### config.mk
export PLATFORM = sky130hd
export DESIGN_NAME = seg7_mmio_display_flat
export DESIGN_NICKNAME = d
export VERILOG_FILES = /design/src/rtl/seg7_pkg.sv /design/src/rtl/seg7_mmio_display_if.sv /design/src/rtl/seg7_hex_decode.sv /design/src/rtl/seg7_mmio_display.sv /design/src/flat_wrapper.sv
export SDC_FILE = /design/constraint.sdc
export NUM_CORES = 1
export LEC_CHECK = 0
export ABC_AREA = 1
export BUFFER_PORTS_ARGS = -buffer_cell sky130_fd_sc_hd__buf_2
export CAP_MARGIN = 20
export CORE_UTILIZATION = 30
export DETAILED_ROUTE_END_ITERATION = 16
export PLACE_DENSITY_LB_ADDON = 0.05
export SLEW_MARGIN = 10
export SYNTH_ARGS = -nofsm -noshare
export SYNTH_HDL_FRONTEND = slang
export SYNTH_SLANG_ARGS = --single-unit
### constraint.sdc
create_clock -name clk -period 3.5 [get_ports clk]
set_input_delay 0.175 -clock clk [delete_from_list [all_inputs] [get_ports clk]]
set_output_delay 0.175 -clock clk [all_outputs]
set_load 0.02 [all_outputs]
### src/rtl/seg7_pkg.sv
// ---------------------------------------------------------------------------
// seg7_pkg
// Shared constants for the memory-mapped 7-segment display controller:
// digit/control register field positions, bus data width and the
// hex-nibble to active-high segment table (bit 0 = segment a).
// ---------------------------------------------------------------------------
package seg7_pkg;

  localparam int DATA_W     = 9;

  // Digit register fields
  localparam int BLINK_BIT  = 8;
  localparam int HEX_BIT    = 7;
  localparam int SEG_MSB    = 6;
  localparam int NIBBLE_MSB = 3;

  // Control register fields
  localparam int CTRL_W         = 4;
  localparam int CTRL_BLANK_BIT = 0;
  localparam int CTRL_RATE_LSB  = 1;
  localparam int CTRL_RATE_MSB  = 3;

  typedef struct packed {
    logic [CTRL_RATE_MSB-CTRL_RATE_LSB:0] rate;
    logic                                 blank;
  } ctrl_t;

  // Active-high segments, bit order g..a
  localparam logic [6:0] HEX_TABLE [16] = '{
    7'h3F, 7'h06, 7'h5B, 7'h4F, 7'h66, 7'h6D, 7'h7D, 7'h07,
    7'h7F, 7'h6F, 7'h77, 7'h7C, 7'h39, 7'h5E, 7'h79, 7'h71
  };

endpackage

### src/rtl/seg7_mmio_display_if.sv
// ---------------------------------------------------------------------------
// seg7_mmio_display_if
// Strobe/ack register bus between the processor (master) and the display
// controller (slave).
//   sel     : write strobe, one-cycle pulse qualified by addr/data
//   addr    : register address (digits 0..NUM_DIGITS-1, control = NUM_DIGITS)
//   data    : write data
//   ack     : write acknowledge, one cycle after sel
//   rd_data : registered read-back data (only with SEG7_READBACK_EN defined)
// ---------------------------------------------------------------------------
interface seg7_mmio_display_if #(
  parameter int ADDR_W = 4
);
  import seg7_pkg::*;

  logic              sel;
  logic [ADDR_W-1:0] addr;
  logic [DATA_W-1:0] data;
  logic              ack;
`ifdef SEG7_READBACK_EN
  logic [DATA_W-1:0] rd_data;
`endif

  modport master (
    output sel, addr, data,
`ifdef SEG7_READBACK_EN
    input  rd_data,
`endif
    input  ack
  );

  modport slave (
    input  sel, addr, data,
`ifdef SEG7_READBACK_EN
    output rd_data,
`endif
    output ack
  );

endinterface

### src/rtl/seg7_hex_decode.sv
// ---------------------------------------------------------------------------
// seg7_hex_decode
// Combinational hex nibble to active-high 7-segment pattern.
//   nibble : 4-bit value 0..F
//   seg    : segments, bit 0 = a ... bit 6 = g, 1 = lit
// ---------------------------------------------------------------------------
module seg7_hex_decode
  import seg7_pkg::*;
(
  input  logic [3:0] nibble,
  output logic [6:0] seg
);

  assign seg = HEX_TABLE[nibble];

endmodule

### src/rtl/seg7_mmio_display.sv
// ---------------------------------------------------------------------------
// seg7_mmio_display
// Memory-mapped 7-segment display controller with NUM_DIGITS digit
// registers and one control register (global blank + blink rate).
//   clk  : system clock, rising edge
//   rst  : asynchronous active-high reset
//   bus  : seg7_mmio_display_if.slave register bus
//   hex  : active-low segments, hex[7k+6:7k] = digit k, bit 0 = segment a
// Optional build macro SEG7_READBACK_EN adds the registered rd_data path.
// ---------------------------------------------------------------------------
module seg7_mmio_display
  import seg7_pkg::*;
#(
  parameter int NUM_DIGITS = 6,
  parameter int ADDR_W     = 4,
  parameter int PRESCALE_W = 24
) (
  input  logic                    clk,
  input  logic                    rst,
  seg7_mmio_display_if.slave      bus,
  output logic [7*NUM_DIGITS-1:0] hex
);

  logic [DATA_W-1:0]     digit_q [NUM_DIGITS];
  ctrl_t                 ctrl_q;
  logic [PRESCALE_W-1:0] cnt;
  logic [7*NUM_DIGITS-1:0] seg_all;
  logic [7:0]            cnt_top;
  logic                  phase;

  // Register file. Out-of-range addresses match nothing and are swallowed.
  // NOTE: these are a handful of flops, not a RAM, so every entry is reset
  // to give a defined display from the first cycle.
  always_ff @(posedge clk or posedge rst) begin
    if (rst) begin
      for (int k = 0; k < NUM_DIGITS; k++) digit_q[k] <= '0;
      ctrl_q <= '0;
    end else if (bus.sel) begin
      for (int k = 0; k < NUM_DIGITS; k++) begin
        if (bus.addr == ADDR_W'(k)) digit_q[k] <= bus.data;
      end
      if (bus.addr == ADDR_W'(NUM_DIGITS)) ctrl_q <= ctrl_t'(bus.data[CTRL_W-1:0]);
    end
  end

  // Every write, in range or not, is acknowledged so the bus cannot hang.
  // NOTE: non-blocking assignments keep all flops sampling pre-edge values.
  always_ff @(posedge clk or posedge rst) begin
    if (rst) bus.ack <= 1'b0;
    else     bus.ack <= bus.sel;
  end

  always_ff @(posedge clk or posedge rst) begin
    if (rst) cnt <= '0;
    else     cnt <= cnt + 1'b1;
  end

  // Rate R picks cnt[PRESCALE_W-1-R]; R=0 is the MSB (slowest blink).
  assign cnt_top = cnt[PRESCALE_W-1 -: 8];
  assign phase   = cnt_top[3'd7 - ctrl_q.rate];

  for (genvar k = 0; k < NUM_DIGITS; k++) begin : g_digit
    logic [6:0] dec_seg;
    logic [6:0] src_seg;

    seg7_hex_decode u_dec (
      .nibble (digit_q[k][NIBBLE_MSB:0]),
      .seg    (dec_seg)
    );

    assign src_seg = digit_q[k][HEX_BIT] ? dec_seg : digit_q[k][SEG_MSB:0];
    assign seg_all[7*k +: 7] =
      (ctrl_q.blank || (digit_q[k][BLINK_BIT] && phase)) ? 7'h00 : src_seg;
  end

  // Registered, inverted for the active-low board segments.
  always_ff @(posedge clk or posedge rst) begin
    if (rst) hex <= '1;
    else     hex <= ~seg_all;
  end

`ifdef SEG7_READBACK_EN
  logic [DATA_W-1:0] rd_next;

  // NOTE: the default first assignment keeps this block free of latches.
  always_comb begin
    rd_next = '0;
    for (int k = 0; k < NUM_DIGITS; k++) begin
      if (bus.addr == ADDR_W'(k)) rd_next = digit_q[k];
    end
    if (bus.addr == ADDR_W'(NUM_DIGITS)) rd_next = {{(DATA_W-CTRL_W){1'b0}}, ctrl_q};
  end

  always_ff @(posedge clk or posedge rst) begin
    if (rst) bus.rd_data <= '0;
    else     bus.rd_data <= rd_next;
  end
`endif

endmodule

### src/flat_wrapper.sv
// flat-port wrapper written by rule: the top's interface ports become plain ports
module seg7_mmio_display_flat import seg7_pkg::*;
#(
  parameter int NUM_DIGITS = 6,
  parameter int ADDR_W     = 4,
  parameter int PRESCALE_W = 24
)
  (clk, rst, hex, bus_sel, bus_addr, bus_data, bus_ack);
  seg7_mmio_display_if #(.ADDR_W(ADDR_W)) bus_i ();
  input  logic clk;
  input  logic rst;
  output logic [7*NUM_DIGITS-1:0] hex;
  input wire logic [$bits(bus_i.sel)-1:0] bus_sel;
  input wire logic [$bits(bus_i.addr)-1:0] bus_addr;
  input wire logic [$bits(bus_i.data)-1:0] bus_data;
  output wire logic [$bits(bus_i.ack)-1:0] bus_ack;
  assign bus_i.sel = bus_sel;
  assign bus_i.addr = bus_addr;
  assign bus_i.data = bus_data;
  assign bus_ack = bus_i.ack;
  seg7_mmio_display #(.NUM_DIGITS(NUM_DIGITS), .ADDR_W(ADDR_W), .PRESCALE_W(PRESCALE_W)) u_core (.clk(clk), .rst(rst), .bus(bus_i), .hex(hex));
endmodule
Word-level counts from Yosys, hierarchy flattened
Memories as Yosys holds them, arrays and structs flattened.
Index checks and enable logic that the tools add are counted.

storage, ports and cells
  bits in read-only memories = 672
  word-level logic and storage cells = 85
  input bits = 16
  output and inout port bits = 43
  bits in registers = 125
  memories = 6

memory list
  name              words  width  rd ports  clocked after Yosys merged registers in  write ports  line                   RTL
  (name not given)  16     7      1         0                                        0            seg7_hex_decode.sv:14  assign seg = HEX_TABLE[nibble];
  (name not given)  16     7      1         0                                        0            seg7_hex_decode.sv:14
  (name not given)  16     7      1         0                                        0            seg7_hex_decode.sv:14
  (name not given)  16     7      1         0                                        0            seg7_hex_decode.sv:14
  (name not given)  16     7      1         0                                        0            seg7_hex_decode.sv:14
  (name not given)  16     7      1         0                                        0            seg7_hex_decode.sv:14

cells by class
  mux-type cells = 26
  reduce and logical (&&, ||, !) cells = 20
  bitwise gates (word level) = 7
  equality and inequality tests = 6
  add/sub/neg operators = 2
  $lt $le $gt $ge = 7

operators with widths
  cell                                                      count
  two-way mux 7 bit                                         24
  inverter 42 bit                                           1
  greater-or-equal comparator 5 bit, second input constant  6
  inverter 4 -> 5 bit                                       6
  adder 24 x 1 -> 24 bit, second input constant             1
  AND reduction 2 bit                                       7
  == test 4 x 3 -> 1 bit, second input constant             3
  == test 4 x 2 -> 1 bit, second input constant             2
  logical AND 1 bit                                         6
  logical OR 1 bit                                          6
  == test 4 x 1 -> 1 bit, second input constant             1
  logical NOT 4 bit                                         1
  < comparator 3 x 4 -> 1 bit, second input constant        1
  binary-select mux 1 bit (select 3 bit)                    1
  subtractor 3 bit, first input constant                    1
  two-way mux 1 bit                                         1

Logic depth before layout (Yosys ltp)
Gate-level depths: netlist (run 1).

  word-level depth = 7
  depth in mapped cells = 8
  gate-level depth less buffers = 8

Cells and area by module
A second synthesis (run 1) with hierarchy kept.

unflattened totals
  cells, all modules = 828
  area, all modules = 7036.7 um2

by module, submodules not included
  module             area an instance (um2)  instances  seq. area each (um2)  cells each
  seg7_mmio_display  5415.2                  1          3180.6                516
  seg7_hex_decode    270.3                   6          0.0                   52

Least setup slack after synthesis (run 1)
Ideal clock, no wire load.

  kind = flip-flop to flip-flop
  start point = register u_core.cnt[0]
  end point = register u_core.cnt[18]
  data required time = 3.383 ns
  cell stages (with the launch flop) = 9
  library setup time = 0.117 ns
  path buffers = 0
  setup slack = 2.226 ns
  data arrival time = 1.158 ns
  period minus slack after synthesis = 1.274 ns
  cells stage by stage = dfrtp_1 ha_1 nand3_1 inv_1 nand3_1 nor2_4 nand2_1 nand2_1 nand2_1

on the way
  cells in the longest elaborated chain, start to end = 1

RTL lines
  element                 line                     RTL
  start, declared         seg7_mmio_display.sv:26  logic [PRESCALE_W-1:0] cnt;
  start signal, assigned  seg7_mmio_display.sv:55  else cnt <= cnt + 1'b1;
  adder 24 x 1 -> 24 bit  seg7_mmio_display.sv:55

Every way passes these cells.
A chain may end at the register's enable or synchronous reset.

Final worst setup path (run 1)
  start point = register u_core.ctrl_q[0] in the netlist's numbering
  end point = register u_core.hex[4]

on the way
  cells in the longest elaborated chain, start to end = 3

RTL lines
  element                 line                     RTL
  start, declared         seg7_mmio_display.sv:25  ctrl_t ctrl_q;
  start signal, assigned  seg7_mmio_display.sv:42  if (bus.addr == ADDR_W'(NUM_DIGITS)) ctrl_q <= ctrl_t'(bus.data[CTRL_W-1:0]);
  logical OR 1 bit        seg7_mmio_display.sv:73  (ctrl_q.blank || (digit_q[k][BLINK_BIT] && phase)) ? 7'h00 : src_seg;
  two-way mux 7 bit       seg7_mmio_display.sv:73
  inverter 42 bit         seg7_mmio_display.sv:79  else hex <= ~seg_all;
  end signal, assigned    seg7_mmio_display.sv:79
  end, declared           seg7_mmio_display.sv:21  output logic [7*NUM_DIGITS-1:0] hex

Every way passes these cells.

==> reports/results.txt, run 1 <==
Outcome: finished with violations
Violated checks: design-rule violations
Crit path time final: 1580 ps
Drt first pass iters: 11
Psw: 0.00192 W
Hold Fails Final Rpt: 0
PwrDens: 670 nW/µm²
Switching Share: 0.363
Yosys cell types: 30
Post-detailed-route DRC marker count: 3
Worst Path Required: 3850 ps
Worst slew margin: 0.528
#FFs+latches synth: 125
HPWL after DPL: 12,000 µm
Critical path arrival: 1930 ps
Final #Nets: 921
Overall power: 0.00528 W
Dpl cell area: 7280 µm²
Worst path top cell family by delay: buffers and inverters
Most instantiated library cell after synthesis: nand2_1
FF-to-FF setup slack: 1920 ps
Later-pin clock latency in the skew report: 420 ps
Worst hold path type: in2reg
Vias in the first global route: 5,331
Slew Viols, Final: 0
Syn nets: 867
Final setup vio count: 0
P&R area growth vs syn: 16.2%
Clock Tree Root: clkbuf_16
Gate power share: 0.275
CP Launch Type: flip-flop
Antenna violations before repair: 0
Post-Syn Area: 6780 µm²
Via density: 4.63
Final period util: 0.451
Clk_skew: 6.83 ps
Worst Path Max Fanout: 22
Fin Setup TNS: 0 ps
Layout cells sized above 1: 0.213
Share of the synthesized area in the top cell type: 0.306
Synth Flop Type: dfrtp_1
Wirelength per Cell: 14.6 µm
Leak: 3.77 nW
Routed Antenna Nets: 0
Rows: 54
Initial Util: 0.309
H-tree levels: 4
Fin area: 7880 µm²
Fraction of registers with async set/reset: 1.00
Crit-path slowest cell: clkinv_1
Sequential fraction of design power: 0.401
Max-cap violations: 0
DRT Wirelength: 16,900 µm
Post-synth EDFFs: 0
Syn Area/Cell: 8.33 µm²
Post-Layout Cell Count: 1,161
Area of the die: 23,200 µm²
Peak Freq: 634 MHz
Remaining Overflow, GRT: 0
Reg clk slew, reported paths: 60 ps
GPL Wtd Cong: 0.836
CP Class: reg2reg
Die X: 152 µm
Critical path endpoint category: flip-flop
Area leader, netlist: dfrtp_1
Setup bufs post-CTS: 0
Synth top area cells: dfrtp_1 (31%), dfstp_2 (16%), nand2_1 (12%)
IO Port Bufs: 58
Iteration-0 DRC count of the detailed router: 247
Vias: 5,378
Largest net degree at the start of global routing: 44
Power Internal: 0.00336 W
Top post-synthesis cells by count: nand2_1 (222), nand3_1 (103), dfrtp_1 (83), inv_1 (83), o21ai_0 (44)
Clock share of power: 0.324
Max VDD drop: 0.000294 V
Post-synthesis cell count: 814
Register area share after synthesis: 0.469
Worst slew pin tran: 704 ps
Max incr delay on CP: 560 ps
Total Routing Usage GR: 0.155
Total CTS buffers: 17
Synth warn: 0
Max Buffers Root-to-Sink: 2
CP bufs+invs: 2
Die H: 152 µm
Placed Instances: 1,127
Top Ports: 59
Core ar.: 22,000 µm²
First-pass GRT wire length: 28,200 µm
RSZ-0062 raised after global routing: false
Diode count: 0
Clock Sinks: 125
CTS tree: done
Worst-path cell chain: clkinv_1 -> buf_4 -> nand3_1
-- metal layers --
layer  routed length (µm)  vias to the layer above  global-route usage  share of wire
met3                  416                       15              0.0299          0.025
met4                  174                        0              0.0466          0.010
met5                    0                        -                   0              0
met2                 8380                       82               0.264           0.49
met1                 7960                     2522               0.200           0.47
li1                     -                     2759                   -              -
-- cell usage in the layout, fill, tap and decap left out, drive strengths merged --
| cell | n |
|---|---|
| dlygate4sd3 | 2 |
| buf | 62 |
| nor3 | 7 |
| xnor2 | 7 |
| clkinvlp | 1 |
| nand2 | 226 |
| nand4 | 3 |
| o22ai | 10 |
| clkbuf | 20 |
| ha | 37 |
| a22oi | 5 |
| clkinv | 5 |
| dfrtp | 83 |
| dfstp | 42 |
| o21ai | 89 |
| nand3 | 113 |
| inv | 91 |
| a21oi | 19 |
| and3 | 1 |
| xor2 | 8 |
| nor2 | 50 |
-- kinds of logic after synthesis --
logic type / Yosys count / synth area share
and+or+nand+nor: 400 / 0.261
adders and majority gates: 37 / 0.0683
xor gates and xnor gates: 15 / 0.0194
buffers and inverters: 114 / 0.0720
AOI/OAI and AO/OA: 123 / 0.110
DFF: 125 / 0.469
-- timing repair --
item                       4_1_cts  5_1_grt
setup endpoints to repair        0        0
hold buffers                     2        0
hold endpoints to repair        40        0
resized for setup                0        0
-- per-stage QoR --
step                hold WS, ps  worst slack [ps]  utilization
floorplan                   206              66.9            -
global placement            274              1910        0.332
detailed placement          283              1880        0.332
CTS                         204              1920        0.359
global route                232              1820        0.359
finish                      210              1920        0.359
-- tightest hold or removal path, cell delays in order --
cell	delay [ps]
buf_2	110
inv_1	150
o21ai_2	160
-- layout make-up --
type                       instances  area, µm²
timing repair buffer              64        340
sequential                       125       3180
clock buffer                      20        478
tap                              280        350
inverter                          85        322
clock inverter                    12       98.8
fill                            2252      14100
multi-input combinational        575       3110
-- flip-flops by register name (all words and copies together), names as in the netlist --
name,cells
u_core.bus.ack,1
u_core.digit_q,54
u_core.cnt,24
u_core.hex,42
u_core.ctrl_q,4
-- path summary, 6_finish.rpt --
| kind | start | endpoint | depth (start not counted) |
|---|---|---|---|
| max in group asynchronous | rst | u_core.hex[37] | 4 |
| min | bus_data[8] | u_core.digit_q[17] | 3 |
| min reg2reg | u_core.cnt[0] | u_core.cnt[0] | 1 |
| max reg2reg | u_core.ctrl_q[0] | u_core.hex[4] | 3 |
| max | u_core.ctrl_q[0] | u_core.hex[4] | 3 |
| min in group asynchronous | rst | u_core.cnt[3] | 3 |
-- power by group through the flow --
stage	clock network, W	logic, W	registers, W
after floorplan	0	0.000934	0.00224
after global placement	0	0.00146	0.00214
after detailed placement	0	0.00146	0.00214
after CTS	0.00176	0.00147	0.00212
after global routing	0.00183	0.00163	0.00217
final	0.00171	0.00145	0.00212
Note: power is estimated with default switching activity, not from simulation.
==> run 2: changes to the inputs <==
==> constraint.sdc (replaced) <==
create_clock -name clk -period 1.64 [get_ports clk]
set_input_delay 0.082 -clock clk [delete_from_list [all_inputs] [get_ports clk]]
set_output_delay 0.082 -clock clk [all_outputs]
set_load 0.02 [all_outputs]
==> run 2 against run 1 <==
Flip-flop and latch count unchanged. Critical path type unchanged. Critical path depth increased by 4. Sequential share of layout area decreased by 0.53 points. Die area unchanged. The run still ends with design-rule violations left. Register-to-register slack got worse by 1700 ps. Largest cell class unchanged. Clock skew increased by 0.85 ps. Count of clock-buffer cells in the layout increased by 2. Wire length about the same.
==> reports/results.txt, run 2 (synthesis results as in run 1) <==
H-tree levels: 4
Reg2reg end: u_core.hex[38]
Worst Path Max Fanout: 6
Max-cap violations: 0
Top Ports: 59
Clock Tree Root: clkbuf_16
Setup crit start: u_core.digit_q[0]
CP Launch Type: flip-flop
Gate power share: 0.273
RSZ-0062 raised after global routing: false
DRT Wirelength: 16,900 µm
Clock Sinks: 125
Vias: 5,476
Psw: 0.00397 W
Critical path arrival: 1760 ps
Hold Fails Final Rpt: 0
Violated checks: design-rule violations
Sequential fraction of design power: 0.386
CP Class: reg2reg
Fin Setup TNS: 0 ps
Reg2Reg Launch Point: u_core.digit_q[0]
FF-to-FF setup slack: 190 ps
Number of flip-flops in the largest register: 54
Max VDD drop: 0.000700 V
Peak Freq: 691 MHz
Crit-path slowest cell: dfrtp_1
Layout cells sized above 1: 0.215
Initial Util: 0.309
Routed Antenna Nets: 0
Total Routing Usage GR: 0.155
Antenna violations before repair: 0
Clock share of power: 0.341
Most frequent cells in the layout: nand2_1 (222), nand3_1 (103), dfrtp_1 (83)
Biggest regs: u_core.digit_q (54), u_core.hex (42), u_core.cnt (24)
Area of the die: 23,200 µm²
Total CTS buffers: 17
Drt first pass iters: 10
Fin area: 7980 µm²
Via density: 4.70
PwrDens: 1450 nW/µm²
Wirelength per Cell: 14.5 µm
Worst hold path type: in2reg
Max incr delay on CP: 440 ps
CTS tree: done
P&R area growth vs syn: 17.8%
Outcome: finished with violations
Reg with most FFs: u_core.digit_q
Iteration-0 DRC count of the detailed router: 228
Worst slew margin: 0.662
IO Port Bufs: 58
CTS resizes: 0
Worst-path cell chain: inv_1 -> ha_1 -> inv_1 -> nand2_1 -> nand3_1 -> a21oi_1 -> nand3_1
Worst Path Required: 1950 ps
Die X: 152 µm
Most common cell after layout, fill and taps aside: nand2_1
Worst slew pin tran: 507 ps
Clk_skew: 7.68 ps
Reg clk slew, reported paths: 60 ps
Slew Viols, Final: 0
GPL Wtd Cong: 0.870
Reg2Reg Depth: 7
Crit path time final: 1450 ps
Later-pin clock latency in the skew report: 420 ps
Rows: 54
Post-detailed-route DRC marker count: 2
Remaining Overflow, GRT: 0
Dpl cell area: 7340 µm²
Power Internal: 0.00762 W
Leak: 3.80 nW
Diode count: 0
Switching Share: 0.342
Fillers: 2,251
Critical Path End: u_core.hex[38]
Largest net degree at the start of global routing: 57
Critical path endpoint category: flip-flop
Final period util: 0.883
First-pass GRT wire length: 28,300 µm
Final #Nets: 924
Vias in the first global route: 5,446
Max Buffers Root-to-Sink: 2
Final setup vio count: 0
Core ar.: 22,000 µm²
HPWL after DPL: 12,000 µm
Die H: 152 µm
-- run 2: changes by cell type in the layout (fill, tap and decap cells not counted), sizes merged --
cell	delta
inv	-8
buf	+3
bufinv	+3
clkinvlp	+3
clkbuf	+2
-- run 2: stage by stage --
stage	total power (W)	utilization	instances	setup slack [ps]	hold WS, ps
after CTS	0.0118	0.364	1164	178	115
final	0.0116	0.364	1164	192	115
after global placement	0.00773	0.334	1130	155	94.5
after floorplan	0.00677	-	814	53.0	113
after global routing	0.0123	0.364	1164	32.9	131
after detailed placement	0.00772	0.334	1130	186	104
-- run 2: final cells by class --
type / count / area (µm²) / share of cell area
Sequential cell: 125 / 3180 / 0.398
Multi-Input combinational cell: 575 / 3110 / 0.389
Clock buffer: 22 / 484 / 0.0606
Timing Repair Buffer: 67 / 400 / 0.0501
Tap cell: 280 / 350 / 0.0439
Inverter: 85 / 323 / 0.0404
Clock inverter: 10 / 136 / 0.0171
-- run 2: repair_timing --
action | 4_1_cts | 5_1_grt
hold endpoints to repair | 15 | 0
hold buffers | 2 | 0
buffers inserted | 0 | 0
-- run 2: how the worst min path moves through the flow --
stage / start / end / cells past startpoint
floorplan: bus_sel / u_core.bus.ack / 0
CTS: bus_addr[0] / u_core.digit_q[24] / 3
global route: bus_data[6] / u_core.digit_q[33] / 3
finish: bus_data[8] / u_core.digit_q[44] / 3
global placement: rst / u_core.digit_q[42] / 2
detailed placement: rst / u_core.digit_q[41] / 2
-- run 2: power groups by stage --
stage               combinational [W]  clock, W  sequential [W]
floorplan                     0.00199         0         0.00477
global placement              0.00320         0         0.00453
detailed placement            0.00319         0         0.00453
CTS                           0.00320   0.00406         0.00448
global route                  0.00357   0.00419         0.00458
finish                        0.00316   0.00395         0.00447
-- run 2: metal layers --
metal / global-route usage / vias up / part of all wire
met4: 0.0462 / 0 / 0.012
met3: 0.0336 / 15 / 0.028
li1: - / 2762 / -
met1: 0.195 / 2611 / 0.47
met2: 0.264 / 88 / 0.49
met5: 0 / - / 0
-- run 2: critical path: cells and delay by family, from the launching register on --
family                   cells  cell delay [ps]
buffers and inverters        2              190
AND/OR/NAND/NOR              3              250
adder cells (fa/ha/maj)      1              320
flip-flops                   1              440
AO/OA/AOI/OAI                1              160
